==> config.mk <==
export PLATFORM = sky130hd
export DESIGN_NAME = wash_sequencer_flat
export DESIGN_NICKNAME = d
export VERILOG_FILES = /design/src/rtl/wash_sequencer_if.sv /design/src/rtl/wash_sequencer.sv /design/src/flat_wrapper.sv
export SDC_FILE = /design/constraint.sdc
export NUM_CORES = 1
export LEC_CHECK = 0
export CORE_MARGIN = 8
export CORE_UTILIZATION = 30
export CTS_CLUSTER_SIZE = 30
export DETAILED_ROUTE_END_ITERATION = 8
export PLACE_DENSITY = 0.57
export SLEW_MARGIN = 20
export SYNTH_ARGS = -nofsm -noshare
export SYNTH_HDL_FRONTEND = slang
export SYNTH_SLANG_ARGS = --single-unit
==> constraint.sdc <==
create_clock -name clk -period 3 [get_ports clk]
set_clock_uncertainty 0.2 [all_clocks]
set_input_delay 0.6 -clock clk [delete_from_list [all_inputs] [get_ports clk]]
set_output_delay 0.6 -clock clk [all_outputs]
set_load 0.01 [all_outputs]
==> src/rtl/wash_sequencer_if.sv <==
`default_nettype none
// ============================================================================
// Module  : wash_sequencer_if
// Brief   : Switch input and status/display outputs of the wash sequencer.
// Revision: 1.0 - initial release
// ============================================================================
interface wash_sequencer_if;
    logic       on;
    logic [1:0] phase;
    logic [3:0] n3;
    logic [3:0] n2;
    logic [3:0] n1;
    logic [3:0] n0;
    logic       busy;
    logic       paused;
    logic       done;
    logic       done_pulse;

    modport master (
        output on,
        input  phase, n3, n2, n1, n0, busy, paused, done, done_pulse
    );

    modport slave (
        input  on,
        output phase, n3, n2, n1, n0, busy, paused, done, done_pulse
    );
endinterface
`default_nettype wire

==> src/rtl/wash_sequencer.sv <==
`default_nettype none
// ============================================================================
// Module  : wash_sequencer
// Brief   : Wash -> rinse -> spin program timer with pause and BCD countdown.
// Revision: 1.0 - initial release
// ============================================================================
module wash_sequencer #(
    parameter int TICK_DIV = 100_000_000,
    parameter int WASH_S   = 30,
    parameter int RINSE_S  = 20,
    parameter int SPIN_S   = 10
) (
    input  logic            clk,
    input  logic            rst_n,
    wash_sequencer_if.slave bus
);

    localparam int c_sum = WASH_S + RINSE_S + SPIN_S;
    localparam int c_pw  = (TICK_DIV > 2) ? $clog2(TICK_DIV) : 1;
    localparam logic [c_pw-1:0] c_presc_max = c_pw'(TICK_DIV - 1);
    localparam logic [15:0] c_prog_bcd = {4'(c_sum / 1000), 4'((c_sum / 100) % 10),
                                          4'((c_sum / 10) % 10), 4'(c_sum % 10)};

    typedef enum logic [2:0] {
        S_IDLE  = 3'd0,
        S_WASH  = 3'd1,
        S_RINSE = 3'd2,
        S_SPIN  = 3'd3,
        S_DONE  = 3'd4
    } state_t;

    state_t          r_state, w_state_nx;
    logic            r_paused, w_paused_nx;
    logic            r_on_q;
    logic            r_done_pulse;
    logic [c_pw-1:0] r_presc, w_presc_nx;
    logic [6:0]      r_rem, w_rem_nx;
    logic [15:0]     r_bcd, w_bcd_nx;
    logic            w_start;
    logic            w_run;
    logic            w_tick;

    assign w_start = bus.on & ~r_on_q;
    assign w_run   = (r_state == S_WASH) || (r_state == S_RINSE) || (r_state == S_SPIN);
    assign w_tick  = w_run && !r_paused && (r_presc == c_presc_max);

    always_ff @(posedge clk or negedge rst_n) begin
        if (!rst_n) begin
            r_state      <= S_IDLE;
            r_paused     <= 1'b0;
            r_on_q       <= 1'b0;
            r_presc      <= '0;
            r_rem        <= 7'd0;
            r_bcd        <= c_prog_bcd;
            r_done_pulse <= 1'b0;
        end else begin
            r_state      <= w_state_nx;
            r_paused     <= w_paused_nx;
            r_on_q       <= bus.on;
            r_presc      <= w_presc_nx;
            r_rem        <= w_rem_nx;
            r_bcd        <= w_bcd_nx;
            r_done_pulse <= (w_state_nx == S_DONE) && (r_state != S_DONE);
        end
    end

    always_comb begin
        w_state_nx  = r_state;
        w_paused_nx = r_paused;
        w_presc_nx  = r_presc;
        w_rem_nx    = r_rem;
        w_bcd_nx    = r_bcd;
        case (r_state)
            S_IDLE: begin
                if (w_start) begin
                    w_state_nx  = S_WASH;
                    w_rem_nx    = 7'(WASH_S);
                    w_presc_nx  = '0;
                    w_paused_nx = 1'b0;
                end
            end
            S_WASH, S_RINSE, S_SPIN: begin
                if (!r_paused) begin
                    w_presc_nx = w_tick ? '0 : r_presc + c_pw'(1);
                end
                // Tick is applied before the pause toggle of the same edge.
                if (start_toggles()) begin
                    w_paused_nx = ~r_paused;
                end
                if (w_tick) begin
                    if (r_bcd != 16'h0000) begin
                        if (r_bcd[3:0] != 4'd0) begin
                            w_bcd_nx[3:0] = r_bcd[3:0] - 4'd1;
                        end else begin
                            w_bcd_nx[3:0] = 4'd9;
                            if (r_bcd[7:4] != 4'd0) begin
                                w_bcd_nx[7:4] = r_bcd[7:4] - 4'd1;
                            end else begin
                                w_bcd_nx[7:4] = 4'd9;
                                if (r_bcd[11:8] != 4'd0) begin
                                    w_bcd_nx[11:8] = r_bcd[11:8] - 4'd1;
                                end else begin
                                    w_bcd_nx[11:8]  = 4'd9;
                                    w_bcd_nx[15:12] = r_bcd[15:12] - 4'd1;
                                end
                            end
                        end
                    end
                    if (r_rem > 7'd1) begin
                        w_rem_nx = r_rem - 7'd1;
                    end else if (r_state == S_WASH) begin
                        w_state_nx = S_RINSE;
                        w_rem_nx   = 7'(RINSE_S);
                    end else if (r_state == S_RINSE) begin
                        w_state_nx = S_SPIN;
                        w_rem_nx   = 7'(SPIN_S);
                    end else begin
                        w_state_nx  = S_DONE;
                        w_rem_nx    = 7'd0;
                        w_paused_nx = 1'b0;
                    end
                end
            end
            S_DONE: begin
                if (w_start) begin
                    w_state_nx = S_IDLE;
                    w_bcd_nx   = c_prog_bcd;
                end
            end
            default: begin
                w_state_nx  = S_IDLE;
                w_paused_nx = 1'b0;
                w_presc_nx  = '0;
                w_rem_nx    = 7'd0;
                w_bcd_nx    = c_prog_bcd;
            end
        endcase
    end

    function automatic logic start_toggles();
        return w_start;
    endfunction

    always_comb begin
        case (r_state)
            S_WASH:  bus.phase = 2'b00;
            S_RINSE: bus.phase = 2'b01;
            S_SPIN:  bus.phase = 2'b10;
            default: bus.phase = 2'b11;
        endcase
    end

    assign bus.n3         = r_bcd[15:12];
    assign bus.n2         = r_bcd[11:8];
    assign bus.n1         = r_bcd[7:4];
    assign bus.n0         = r_bcd[3:0];
    assign bus.busy       = w_run;
    assign bus.paused     = w_run & r_paused;
    assign bus.done       = (r_state == S_DONE);
    assign bus.done_pulse = r_done_pulse;

endmodule
`default_nettype wire

==> src/flat_wrapper.sv <==
// flat-port wrapper written by rule: the top's interface ports become plain ports
module wash_sequencer_flat 
#(
    parameter int TICK_DIV = 100_000_000,
    parameter int WASH_S   = 30,
    parameter int RINSE_S  = 20,
    parameter int SPIN_S   = 10
)
  (clk, rst_n, bus_on, bus_phase, bus_n3, bus_n2, bus_n1, bus_n0, bus_busy, bus_paused, bus_done, bus_done_pulse);
  wash_sequencer_if bus_i ();
  input  logic clk;
  input  logic rst_n;
  input wire logic [$bits(bus_i.on)-1:0] bus_on;
  output wire logic [$bits(bus_i.phase)-1:0] bus_phase;
  output wire logic [$bits(bus_i.n3)-1:0] bus_n3;
  output wire logic [$bits(bus_i.n2)-1:0] bus_n2;
  output wire logic [$bits(bus_i.n1)-1:0] bus_n1;
  output wire logic [$bits(bus_i.n0)-1:0] bus_n0;
  output wire logic [$bits(bus_i.busy)-1:0] bus_busy;
  output wire logic [$bits(bus_i.paused)-1:0] bus_paused;
  output wire logic [$bits(bus_i.done)-1:0] bus_done;
  output wire logic [$bits(bus_i.done_pulse)-1:0] bus_done_pulse;
  assign bus_i.on = bus_on;
  assign bus_phase = bus_i.phase;
  assign bus_n3 = bus_i.n3;
  assign bus_n2 = bus_i.n2;
  assign bus_n1 = bus_i.n1;
  assign bus_n0 = bus_i.n0;
  assign bus_busy = bus_i.busy;
  assign bus_paused = bus_i.paused;
  assign bus_done = bus_i.done;
  assign bus_done_pulse = bus_i.done_pulse;
  wash_sequencer #(.TICK_DIV(TICK_DIV), .WASH_S(WASH_S), .RINSE_S(RINSE_S), .SPIN_S(SPIN_S)) u_core (.clk(clk), .rst_n(rst_n), .bus(bus_i));
endmodule
[Word-level counts from Yosys, hierarchy flattened]
Index checks and enable logic that the tools add are counted.
Widths: inputs -> output; s select.
Storage, ports and cells
  register bits: 56
  bits of input ports: 3
  output and inout bits: 22
  logic and storage cells: 92
Operators by class
  $add $sub $neg: 6
  order comparisons: 1
  equal/unequal tests: 15
  multiplexer cells: 35
  bitwise gates (word level): 6
  reductions and logical operators: 19
Operators with widths (count)
  $mux 27: 3
  $pmux 27 s3: 1
  $mux 16: 3
  $pmux 16 s3: 1
  $mux 7: 4
  $add 27x1->27 const B: 1
  $eq 27x27->1 const B: 1
  $pmux 7 s3: 1
  $mux 4: 5
  $mux 3: 6
  $reduce_bool 16->1: 1
  $sub 4x1->4 const B: 4
  $mux 12: 1
  $reduce_bool 4->1: 3
  $pmux 3 s3: 1
  $mux 8: 1
  $ne 2x1->1 const B: 4
  $ne 2x2->1 const B: 4
  $gt 7x1->1 const B: 1
  $reduce_and 7->1: 1
  $sub 7x1->7 const B: 1
  $eq 3x2->1 const B: 2
  $eq 3x3->1 const B: 2
  $mux 1: 6
  other kinds (16): 24

[Logic depth before layout (Yosys ltp)]
Gate-level depths: netlist of run 1.
  depth in word-level cells: 9
  depth in mapped cells: 9
  mapped depth without buffers: 7

[Least setup slack after synthesis of run 1]
Ideal clock, no wire load.
  path kind: reg2reg
  from: register u_core.r_presc[0]
  to: register u_core.r_presc[15]
  setup time: 122 ps
  data arrival time: 1919 ps
  data required time: 2678 ps
  path slack: 760 ps
  cell stages (with the launch flop): 7
  path buffers: 0
  period minus slack after synthesis: 2240 ps
  path through: dfrtp_1 ha_1 nand3_1 nor4_4 a21oi_2 or2_1 a32o_1
On the way
  longest elaborated chain between the ends: 5
  elaborated cells on any way between the ends: 6
  classes of those cells: 1 x add/sub; 1 x eq/ne; 3 x mux; 1 x reduce/logical
Ends and longest elaborated chain
  start: declaration: line wash_sequencer.sv:36  | logic [c_pw-1:0] r_presc, w_presc_nx;
  start signal: assignment: line wash_sequencer.sv:60  | r_presc <= w_presc_nx;
  branches (longest 2 deep; another with $add 27x1->27)
  $mux 27 *: line wash_sequencer.sv:84  | w_presc_nx = w_tick ? '0 : r_presc + c_pw'(1);
  $mux 27 *: line wash_sequencer.sv:83  | if (!r_paused) begin
  $pmux 27 s3 *: line wash_sequencer.sv:73  | case (r_state)
Mark *: on every way between the ends. The select of a mux whose other input is x is not followed.
A chain may end at the register's enable or synchronous reset.

[Final worst setup path of run 1]
  from: register u_core.r_state[0]
  to: output bus_paused
On the way
  longest elaborated chain between the ends: 4
  elaborated cells on any way between the ends: 6
  classes of those cells: 3 x eq/ne; 1 x bitwise; 2 x reduce/logical
Ends and longest elaborated chain
  start: declaration: line wash_sequencer.sv:32  | state_t r_state, w_state_nx;
  start signal: assignment: line wash_sequencer.sv:57  | r_state <= w_state_nx;
  $eq 3x1->1 / $eq 3x2->1 (equally long branches): line wash_sequencer.sv:44  | assign w_run = (r_state == S_WASH) || (r_state == S_RINSE) || (r_state == S_SPIN);
  $logic_or 1x1->1: line wash_sequencer.sv:44
  $logic_or 1x1->1 *: line wash_sequencer.sv:44
  $and 1x1->1 *: line wash_sequencer.sv:158  | assign bus.paused = w_run & r_paused;
  end: declaration: line flat_wrapper.sv:20  | output wire logic [$bits(bus_i.paused)-1:0] bus_paused;
Every way passes the cells marked *; elsewhere a longest branch is shown, timed or not.

==> results of run 1 <==
per-stage QoR:
stage                     TNS [ps]  worst slack [ps]
final                            0             177.6
after global routing             0             94.39
after floorplan                  0             759.7
after detailed placement    -4.167            -4.167
after global placement           0             91.23
after CTS                        0             164.4
power groups by stage:
stage	Clock [mW]	Combinational (mW)	Sequential, mW
floorplan	0	0.335	1.02
global placement	0	0.515	1.03
detailed placement	0	0.523	1.04
CTS	0.619	0.526	1.02
global route	0.644	0.590	1.05
finish	0.597	0.515	1.02
critical path, delay by kind of cell (launching register included):
| family | cells | cell delay [ps] |
|---|---|---|
| buffers and inverters | 2 | 620 |
| and+or+nand+nor | 1 | 210 |
| DFF | 1 | 530 |
| AOI/OAI and AO/OA | 1 | 360 |
area by class of cell:
type	count	area, um2
clock inverter	3	23.77
multi-input combinational	290	1909
inverter	16	60.06
fill	1160	7313
tap	143	178.9
clock buffer	5	125.1
sequential	56	1404
timing repair buffer	40	355.3
sequential cells by signal, indices dropped and copies added, names as in the netlist:
register / flops
u_core.bus.done_pulse: 1
u_core.r_bcd: 16
u_core.r_on_q: 1
u_core.r_paused: 1
u_core.r_presc: 27
u_core.r_rem: 7
u_core.r_state: 3
metal layers:
layer,up-vias,routed length [um],global-route usage [%],part of all wire [%]
met5,-,0,0,0
met4,0,98,2.634,1.1
met3,9,298,2.055,3.4
met2,42,4176,19.53,48
met1,1436,4147,15.75,48
li1,1452,-,-,-
path summary, 6_finish.rpt:
| check | end | slack [ps] | start | cells after the start |
|---|---|---|---|---|
| min reg2reg | u_core.r_bcd[6]$_DFFE_PN1P_ | 330 | u_core.r_bcd[6]$_DFFE_PN1P_ | 1 |
| max | bus_paused | 180 | u_core.r_state[0]$_DFF_PN0_ | 4 |
| max in group asynchronous | u_core.r_presc[16]$_DFFE_PN0P_ | 1810 | rst_n | 2 |
| max reg2reg | u_core.r_presc[17]$_DFFE_PN0P_ | 400 | u_core.r_state[0]$_DFF_PN0_ | 6 |
| min in group clk | u_core.r_bcd[6]$_DFFE_PN1P_ | 330 | u_core.r_bcd[6]$_DFFE_PN1P_ | 1 |
| min | u_core.r_bcd[14]$_DFFE_PN0P_ | 100 | rst_n | 1 |
cells by family after synthesis:
group                    count (synthesis)
XOR/XNOR                                26
flip-flops                              56
multiplexers                             2
AND/OR/NAND/NOR                        194
buffers and inverters                   34
AO/OA/AOI/OAI                           63
adder cells (fa/ha/maj)                  5
synthesized netlist by cell type (all sizes together) (5+ instances only):
cell    number
a21oi        8
a31oi        5
and2         6
and4         6
buf         10
clkbuf       8
dfrtp       54
ha           5
inv         16
nand2       36
nand3       20
nand4       11
nor2        43
nor3        22
nor4        19
o21ai       11
o31ai        8
or3          6
xnor2       24
==> reports/qor.csv, run 1 <==
stage;metric;value;unit
run_status;status;finished clean;
timing;max_freq;0.3543;GHz
die;coreArea;11370;um2
clock_tree;cts_hold_buf;0;
placement;placedCellCount;545;
clock_tree;cts_setup_buffers;0;
logic_synthesis;synthCells;380;
logic_synthesis;synth.distinct_cells;70;
logic_synthesis;synth_adder_area_share;1.806;%
logic_synthesis;synth_area_leader_cell;dfrtp_1;
final_layout;fin_nets;417;
final_layout;mostFrequentLayoutCells;54 x dfrtp_1, 41 x nor2_1, 34 x nand2_1;
die;dieArea;15240;um2
timing;hold_ws;97.32;ps
clock_tree;cts-root-buf;clkbuf_16;
run;drv_cap;0;
timing;worst_pin_slew;608.2;ps
logic_synthesis;synth.top_cell.area_share;39.00;%
power;p_int;1.432;mW
power;switching_power;0.7042;mW
die;ios;25;
worst_hold_path;min_path_type;primary input to asynchronous set/reset pin;
routing;vias;2939;
logic_synthesis;synth_top_family_by_area;simple AND/OR/NAND/NOR gates;
logic_synthesis;synth_compound_area_share;13.43;%
clock_tree;cts_tree;yes;
placement;io_buffers;24;
routing;routedWlPerCell;15.77;um
setup_path;critPathMaxFanout;10;
timing;rsz0062_at_grt;no;
clock_tree;clock_latency;300;ps
setup_path;path_class;register to output port;
timing;final.min_clock_period;2822;ps
final_layout;fin_util;35.68;%
power;leakage;1.586;nW
clock_tree;clkSinkCount;56;
routing;drcViolationCount;0;
power;sw_frac_of_total;32.97;%
timing;drv_slew;0;
setup_path;worst_ep_required_time;2200;ps
power;p_seq_share;47.9;%
routing;via_per_inst;5.315;
power;design_power_total;2.136;mW
logic_synthesis;ys.flop_type;dfrtp_1;
final_layout;instances_no_fill;553;
setup_path;slowest_stage;dfrtp_1;
clock_tree;cts_buffers;5;
clock_tree;path_clk_slew;80;ps
timing;setup_violations;0;
final_layout;final_common_cell;dfrtp_1;
power;p_per_area;526.6;nW/um2
routing;wirelength;8721;um
clock_tree;cts_resized;0;
setup_path;slowest_delay;530;ps
grt;grt_pass1_wl;14610;um
die;die_y;123.5;um
logic_synthesis;yosys_warnings;0;
logic_synthesis;synth.net_count;388;
routing;initialDrtViolationCount;210;
timing;max_slew_margin;59.33;%
grt;antenna_found_initial;0;
grt;overflow;0;
setup_path;path_cells;o21ai_4 > inv_2 > and2_1 > clkdlybuf4s50_1;
final_layout;drive_gt1_share;12.68;%
die;die_x;123.5;um
placement;place_hpwl;6423;um
setup_path;cp-end-kind;output port;
logic_synthesis;synth_seq_area_share;40.52;%
final_layout;synthToLayoutAreaGrowth;17.08;%
grt;gr-usage-all-layers;11.81;%
logic_synthesis;synth.avg_cell_area;9.117;um2
logic_synthesis;synthMuxAreaShare;0.6501;%
logic_synthesis;synth_simple_gate_area_share;32.65;%
placement;gp_congestion;0.8294;
logic_synthesis;synthArstFlopShare;100.0;%
routing;drtPass1Iterations;4;
logic_synthesis;synth_edf_count;0;
die;start_util;30.47;%
timing;hold_viol;0;
logic_synthesis;synth.area.top_cells;dfrtp_1 39%, xnor2_1 6.1%, nor2_1 4.4%, nand2_1 3.7%, nor4_2 3.6%;
timing;min_period_over_period;94.08;%
logic_synthesis;netlist_area;3465;um2
final_layout;final_area;4056;um2
setup_path;start_kind;register;
power;p_comb_share;24.1;%
logic_synthesis;ys_ff_latch;56;
logic_synthesis;synth_xor_area_share;6.573;%
placement;placed_area;3908;um2
clock_tree;cts_max_level;2;
die;rows;39;
grt;grt_pass1_vias;2825;
clock_tree;clockBufferDepth;2;
grt;grt_max_degree;26;
power;clkPwrFrac;28.0;%
power;peakVddDrop;0.2563;mV
final_layout;antenna_cells;0;
routing;ant_nets;0;
setup_path;cp.arrival;2020;ps
Note: power is estimated with default switching activity, not from simulation.
==> inputs of run 2 (changes only) <==
--- a/config.mk
+++ b/config.mk
@@ -6,10 +6,11 @@
 export NUM_CORES = 1
 export LEC_CHECK = 0
 export CORE_MARGIN = 8
-export CORE_UTILIZATION = 30
+export CORE_UTILIZATION = 35
 export CTS_CLUSTER_SIZE = 30
 export DETAILED_ROUTE_END_ITERATION = 8
-export PLACE_DENSITY = 0.57
+export GPL_ROUTABILITY_DRIVEN = 1
+export PLACE_DENSITY = 0.63
 export SLEW_MARGIN = 20
 export SYNTH_ARGS = -nofsm -noshare
 export SYNTH_HDL_FRONTEND = slang
==> reports/qor.csv, run 2 (synthesized netlist as in run 1, its figures left out) <==
stage;metric;value;unit;change
setup_path;cp-end-kind;output port;;unchanged
final_layout;fin_util;41.25;%;was 35.68%
setup_path;critPathMaxFanout;21;;was 10
timing;hold_ws;218.2;ps;was 97.32 ps
power;leakage;1.563;nW;was 1.586 nW
setup_path;r2r_slack;440;ps;was 400 ps
routing;dr_wl_met2;4133;um;was 4176 um
placement;pre_cts_ws;56.25;ps;was -4.167 ps
timing;final.min_clock_period;2836;ps;was 2822 ps
timing;hold_viol;0;;unchanged
die;start_util;35.78;%;was 30.47%
timing;max_slew_margin;51.16;%;was 59.33%
power;design_power_total;2.074;mW;was 2.136 mW
setup_path;start_kind;register;;unchanged
grt;grt_max_degree;57;;was 26
clock_tree;cts-root-buf;clkbuf_8;;was clkbuf_16
timing;drv_slew;0;;unchanged
grt;grt_pass1_vias;2997;;was 2,825
routing;drt-met1-wl;4085;um;was 4147 um
final_layout;synthToLayoutAreaGrowth;15.31;%;was 17.08%
routing;routedWlPerCell;16.11;um;was 15.77 um
power;p_per_area;519.3;nW/um2;was 526.6 nW/um2
setup_path;slowest_delay;540;ps;was 530 ps
die;coreArea;9684;um2;was 11,370 um2
timing;tns;0;ps;unchanged
setup_path;path_cells;o21ai_4 > inv_2 > buf_4 > clkdlybuf4s50_1;;was o21ai_4 > inv_2 > and2_1 > clkdlybuf4s50_1
grt;grt_pass1_wl;15030;um;was 14,610 um
timing;min_period_over_period;94.53;%;was 94.08%
clock_tree;cts_hold_buf;0;;unchanged
clock_tree;cts_max_level;2;;unchanged
timing;setup_ws;164.1;ps;was 177.6 ps
final_layout;drive_gt1_share;12.25;%;was 12.68%
clock_tree;cts_buffers;5;;unchanged
setup_path;reg2reg_from;u_core.r_presc[0]$_DFFE_PN0P_;;was u_core.r_state[0]$_DFF_PN0_
routing;drcViolationCount;0;;unchanged
die;dieArea;13340;um2;was 15,240 um2
placement;gp_congestion;0.8366;;was 0.8294
setup_path;cp.arrival;2040;ps;was 2020 ps
clock_tree;path_clk_slew;120;ps;was 80 ps
grt;overflow;0;;unchanged
run;drv_cap;0;;unchanged
die;ios;25;;unchanged
final_layout;top_register;u_core.r_presc;;unchanged
final_layout;mostFrequentLayoutCells;54 x dfrtp_1, 41 x nor2_1, 34 x nand2_1;;unchanged
worst_hold_path;min_path_type;primary input to asynchronous set/reset pin;;unchanged
die;die_x;115.5;um;was 123.5 um
routing;wirelength;8717;um;was 8721 um
final_layout;fin_nets;415;;was 417
setup_path;worst_ep_required_time;2200;ps;about the same
power;peakVddDrop;0.3483;mV;was 0.2563 mV
timing;rsz0062_at_grt;no;;unchanged
setup_path;slowest_stage;dfrtp_1;;unchanged
routing;via_per_inst;5.455;;was 5.315
routing;initialDrtViolationCount;192;;was 210
clock_tree;clockBufferDepth;2;;unchanged
setup_path;path_class;register to output port;;unchanged
clock_tree;clock_latency;320;ps;was 300 ps
routing;drtPass1Iterations;4;;unchanged
final_layout;antenna_cells;0;;unchanged
routing;ant_nets;0;;unchanged
setup_path;reg2regPathDepth;6;;unchanged
routing;highest_layer;met4;;unchanged
final_layout;largestRegisters;u_core.r_presc (27), u_core.r_bcd (16), u_core.r_rem (7);;unchanged
die;rows;36;;was 39
run_status;status;finished clean;;unchanged
timing;worst_pin_slew;732.6;ps;was 608.2 ps
routing;wl_met3;360;um;was 298 um
final_layout;largest_register_ffs;27;;unchanged
timing;max_freq;0.3526;GHz;was 0.3543 GHz
placement;place_hpwl;6304;um;was 6423 um
final_layout;final_common_cell;dfrtp_1;;unchanged
grt;gr-usage-all-layers;13.71;%;was 11.81%
setup_path;r2r-end;u_core.r_bcd[7]$_DFFE_PN0P_;;was u_core.r_presc[17]$_DFFE_PN0P_
routing;vias;2951;;was 2,939
clock_tree;cts_tree;yes;;unchanged
clock_tree;cts_resized;0;;unchanged
timing;setup_violations;0;;unchanged
grt;antenna_found_initial;0;;unchanged
clock_tree;clkSinkCount;56;;unchanged
die;die_y;115.5;um;was 123.5 um
placement;io_buffers;24;;unchanged
clock_tree;cts_setup_buffers;0;;unchanged
run 2: layout make-up:
type,count,area (um2)
clock inverter,3,46.29
tap,133,166.4
fill,984,5689
inverter,16,60.06
multi-input combinational,290,1909
clock buffer,5,68.82
timing repair buffer,38,340.3
sequential,56,1404
run 2: worst max-delay path by stage:
stage	from	endpoint	slack [ps]	depth (start not counted)
6_report	u_core.r_state[1]$_DFF_PN0_	bus_busy	160	4
5_1_grt	u_core.r_state[1]$_DFF_PN0_	bus_busy	40	4
4_1_cts	u_core.r_state[1]$_DFF_PN0_	bus_busy	170	4
3_5_place_dp	bus_on	u_core.r_presc[17]$_DFFE_PN0P_	60	6
3_3_place_gp	bus_on	u_core.r_presc[21]$_DFFE_PN0P_	70	7
2_1_floorplan	u_core.r_presc[0]$_DFFE_PN0P_	u_core.r_presc[15]$_DFFE_PN0P_	760	6
run 2: per-layer routing:
metal  GRT usage (%)  vias up
met5               0        -
met1           18.00     1434
li1                -     1435
met2           22.56       67
met4           4.028        0
met3           2.345       15
run 2: where the power goes:
part / internal (mW) / switching [mW] / leakage [nW]
sequential: 0.868 / 0.161 / 0.716
combinational: 0.251 / 0.273 / 0.793
clock: 0.252 / 0.270 / 0.0548
total: 1.37 / 0.703 / 1.56
run 2: through the flow:
| stage | instance area, um2 | cells |
|---|---|---|
| 2_1_floorplan | 3465 | 380 |
| 3_3_place_gp | 3880 | 533 |
| 3_5_place_dp | 3880 | 533 |
| 4_1_cts | 3995 | 541 |
| 5_1_grt | 3995 | 541 |
| 6_report | 3995 | 541 |
run 2: worst max-delay path: cells and delay by family, from the launching register on:
| family | cells | cell delay, ps |
|---|---|---|
| AO/OA/AOI/OAI | 1 | 380 |
| flip-flops | 1 | 540 |
| buffers and inverters | 3 | 800 |
==> inputs of run 3 (changes only) <==
--- a/config.mk
+++ b/config.mk
@@ -6,11 +6,11 @@
 export NUM_CORES = 1
 export LEC_CHECK = 0
 export CORE_MARGIN = 8
-export CORE_UTILIZATION = 35
+export CORE_UTILIZATION = 55
 export CTS_CLUSTER_SIZE = 30
 export DETAILED_ROUTE_END_ITERATION = 8
 export GPL_ROUTABILITY_DRIVEN = 1
-export PLACE_DENSITY = 0.63
+export PLACE_DENSITY = 0.86
 export SLEW_MARGIN = 20
 export SYNTH_ARGS = -nofsm -noshare
 export SYNTH_HDL_FRONTEND = slang
==> reports/qor.csv, run 3 (synthesized netlist as in run 1, its figures left out) <==
stage;metric;value;unit;change
routing;ant_nets;0;;unchanged
final_layout;drive_gt1_share;11.82;%;was 12.25%
timing;setup_violations;0;;unchanged
routing;vias;3013;;was 2,951
routing;drtPass1Iterations;5;;was 4
power;p_per_area;535.3;nW/um2;was 519.3 nW/um2
setup_path;cp.arrival;1980;ps;was 2040 ps
worst_hold_path;min_path_type;primary input to asynchronous set/reset pin;;unchanged
grt;antenna_found_initial;0;;unchanged
grt;grt_pass1_vias;2827;;was 2,997
final_layout;largestRegisters;u_core.r_presc (27), u_core.r_bcd (16), u_core.r_rem (7);;unchanged
clock_tree;path_clk_slew;100;ps;was 120 ps
clock_tree;cts_buffers;5;;unchanged
clock_tree;cts_resized;0;;unchanged
die;start_util;55.84;%;was 35.78%
setup_path;worst_ep_required_time;2200;ps;about the same
setup_path;path_cells;o21ai_4 > inv_2 > and2_1 > clkdlybuf4s50_1;;was o21ai_4 > inv_2 > buf_4 > clkdlybuf4s50_1
clock_tree;cts_max_level;2;;unchanged
run_status;status;finished clean;;unchanged
power;design_power_total;2.099;mW;was 2.074 mW
final_layout;fin_util;63.20;%;was 41.25%
clock_tree;cts-root-buf;clkbuf_8;;unchanged
setup_path;critPathMaxFanout;10;;was 21
placement;place_hpwl;5809;um;was 6304 um
power;peakVddDrop;0.3246;mV;was 0.3483 mV
clock_tree;cts_setup_buffers;0;;unchanged
timing;max_slew_margin;52.23;%;was 51.16%
timing;rsz0062_at_grt;no;;unchanged
grt;overflow;0;;unchanged
clock_tree;cts_tree;yes;;unchanged
final_layout;largest_register_ffs;27;;unchanged
routing;initialDrtViolationCount;182;;was 192
timing;min_period_over_period;92.80;%;was 94.53%
placement;gp_congestion;0.8943;;was 0.8366
clock_tree;clockBufferDepth;2;;unchanged
setup_path;cp-end-kind;output port;;unchanged
die;rows;29;;was 36
timing;drv_slew;0;;unchanged
final_layout;fillers;495;;was 984
clock_tree;clock_latency;310;ps;was 320 ps
die;coreArea;6205;um2;was 9684 um2
die;ios;25;;unchanged
grt;gr-usage-all-layers;18.48;%;was 13.71%
final_layout;top_register;u_core.r_presc;;unchanged
setup_path;slowest_stage;dfrtp_1;;unchanged
timing;final.min_clock_period;2784;ps;was 2836 ps
routing;drcViolationCount;0;;unchanged
final_layout;antenna_cells;0;;unchanged
final_layout;mostFrequentLayoutCells;54 x dfrtp_1, 41 x nor2_1, 34 x nand2_1;;unchanged
timing;max_freq;0.3592;GHz;was 0.3526 GHz
clock_tree;cts_hold_buf;0;;unchanged
die;die_x;95.37;um;was 115.5 um
timing;worst_pin_slew;716.6;ps;was 732.6 ps
timing;tns;0;ps;unchanged
run;drv_cap;0;;unchanged
clock_tree;clkSinkCount;56;;unchanged
die;die_y;95.37;um;was 115.5 um
final_layout;fin_nets;413;;was 415
setup_path;path_class;register to output port;;unchanged
placement;io_buffers;24;;unchanged
setup_path;slowest_delay;520;ps;was 540 ps
power;leakage;1.564;nW;was 1.563 nW
final_layout;synthToLayoutAreaGrowth;13.18;%;was 15.31%
final_layout;final_common_cell;dfrtp_1;;unchanged
timing;hold_viol;0;;unchanged
routing;routedWlPerCell;16.62;um;was 16.11 um
routing;via_per_inst;6.238;;was 5.455
routing;wirelength;8026;um;was 8717 um
setup_path;start_kind;register;;unchanged
grt;grt_pass1_wl;13560;um;was 15,030 um
grt;grt_max_degree;57;;unchanged
die;dieArea;9094;um2;was 13,340 um2
[run 3: metrics by stage]
stage                     cells  setup WS (ps)  hold WS [ps]  instance area, um2
after global routing        483          93.05         272.9                3921
final                       483          216.1         215.2                3921
after floorplan             380          759.7         104.4                3465
after detailed placement    475          45.73         316.1                3795
after global placement      475          121.8         295.2                3795
after CTS                   483          205.3         245.9                3921
[run 3: where the power goes]
group / internal, mW / total [mW] / switching [mW]
Clock: 0.295 / 0.550 / 0.255
Combinational: 0.253 / 0.526 / 0.273
Sequential: 0.868 / 1.02 / 0.155
Total: 1.42 / 2.10 / 0.683
[run 3: worst paths after layout]
check	slack [ps]	endpoint	startpoint	cells past startpoint
max	220	bus_paused	u_core.r_state[1]$_DFF_PN0_	4
min	220	u_core.r_bcd[7]$_DFFE_PN0P_	rst_n	2
max reg2reg	500	u_core.r_presc[21]$_DFFE_PN0P_	u_core.r_state[2]$_DFF_PN0_	7
min reg2reg	330	u_core.r_bcd[6]$_DFFE_PN1P_	u_core.r_bcd[6]$_DFFE_PN1P_	1
max in group asynchronous	1910	u_core.r_presc[20]$_DFFE_PN0P_	rst_n	2
min in group clk	330	u_core.r_bcd[6]$_DFFE_PN1P_	u_core.r_bcd[6]$_DFFE_PN1P_	1
[run 3: final cells by class]
cell class	count	area [um2]	area share [%]
Timing Repair Buffer	36	325.3	8.296
Sequential cell	56	1404	35.80
Clock buffer	7	96.34	2.457
Clock inverter	1	30.03	0.7658
Inverter	16	60.06	1.532
Tap cell	77	96.34	2.457
Multi-Input combinational cell	290	1909	48.69
[run 3: per-layer routing]
metal	track usage, %	up-vias	share of wire (%)
li1	-	1425	-
met1	23.59	1479	43
met2	30.84	94	50
met3	3.307	15	5.2
met4	6.112	0	1.8
met5	0	-	0
[run 3: critical path, delay by kind of cell, from the launching register on]
family                 cells  cell delay, ps
flip-flops                 1             520
AO/OA/AOI/OAI              1             350
AND/OR/NAND/NOR            1             200
buffers and inverters      2             590
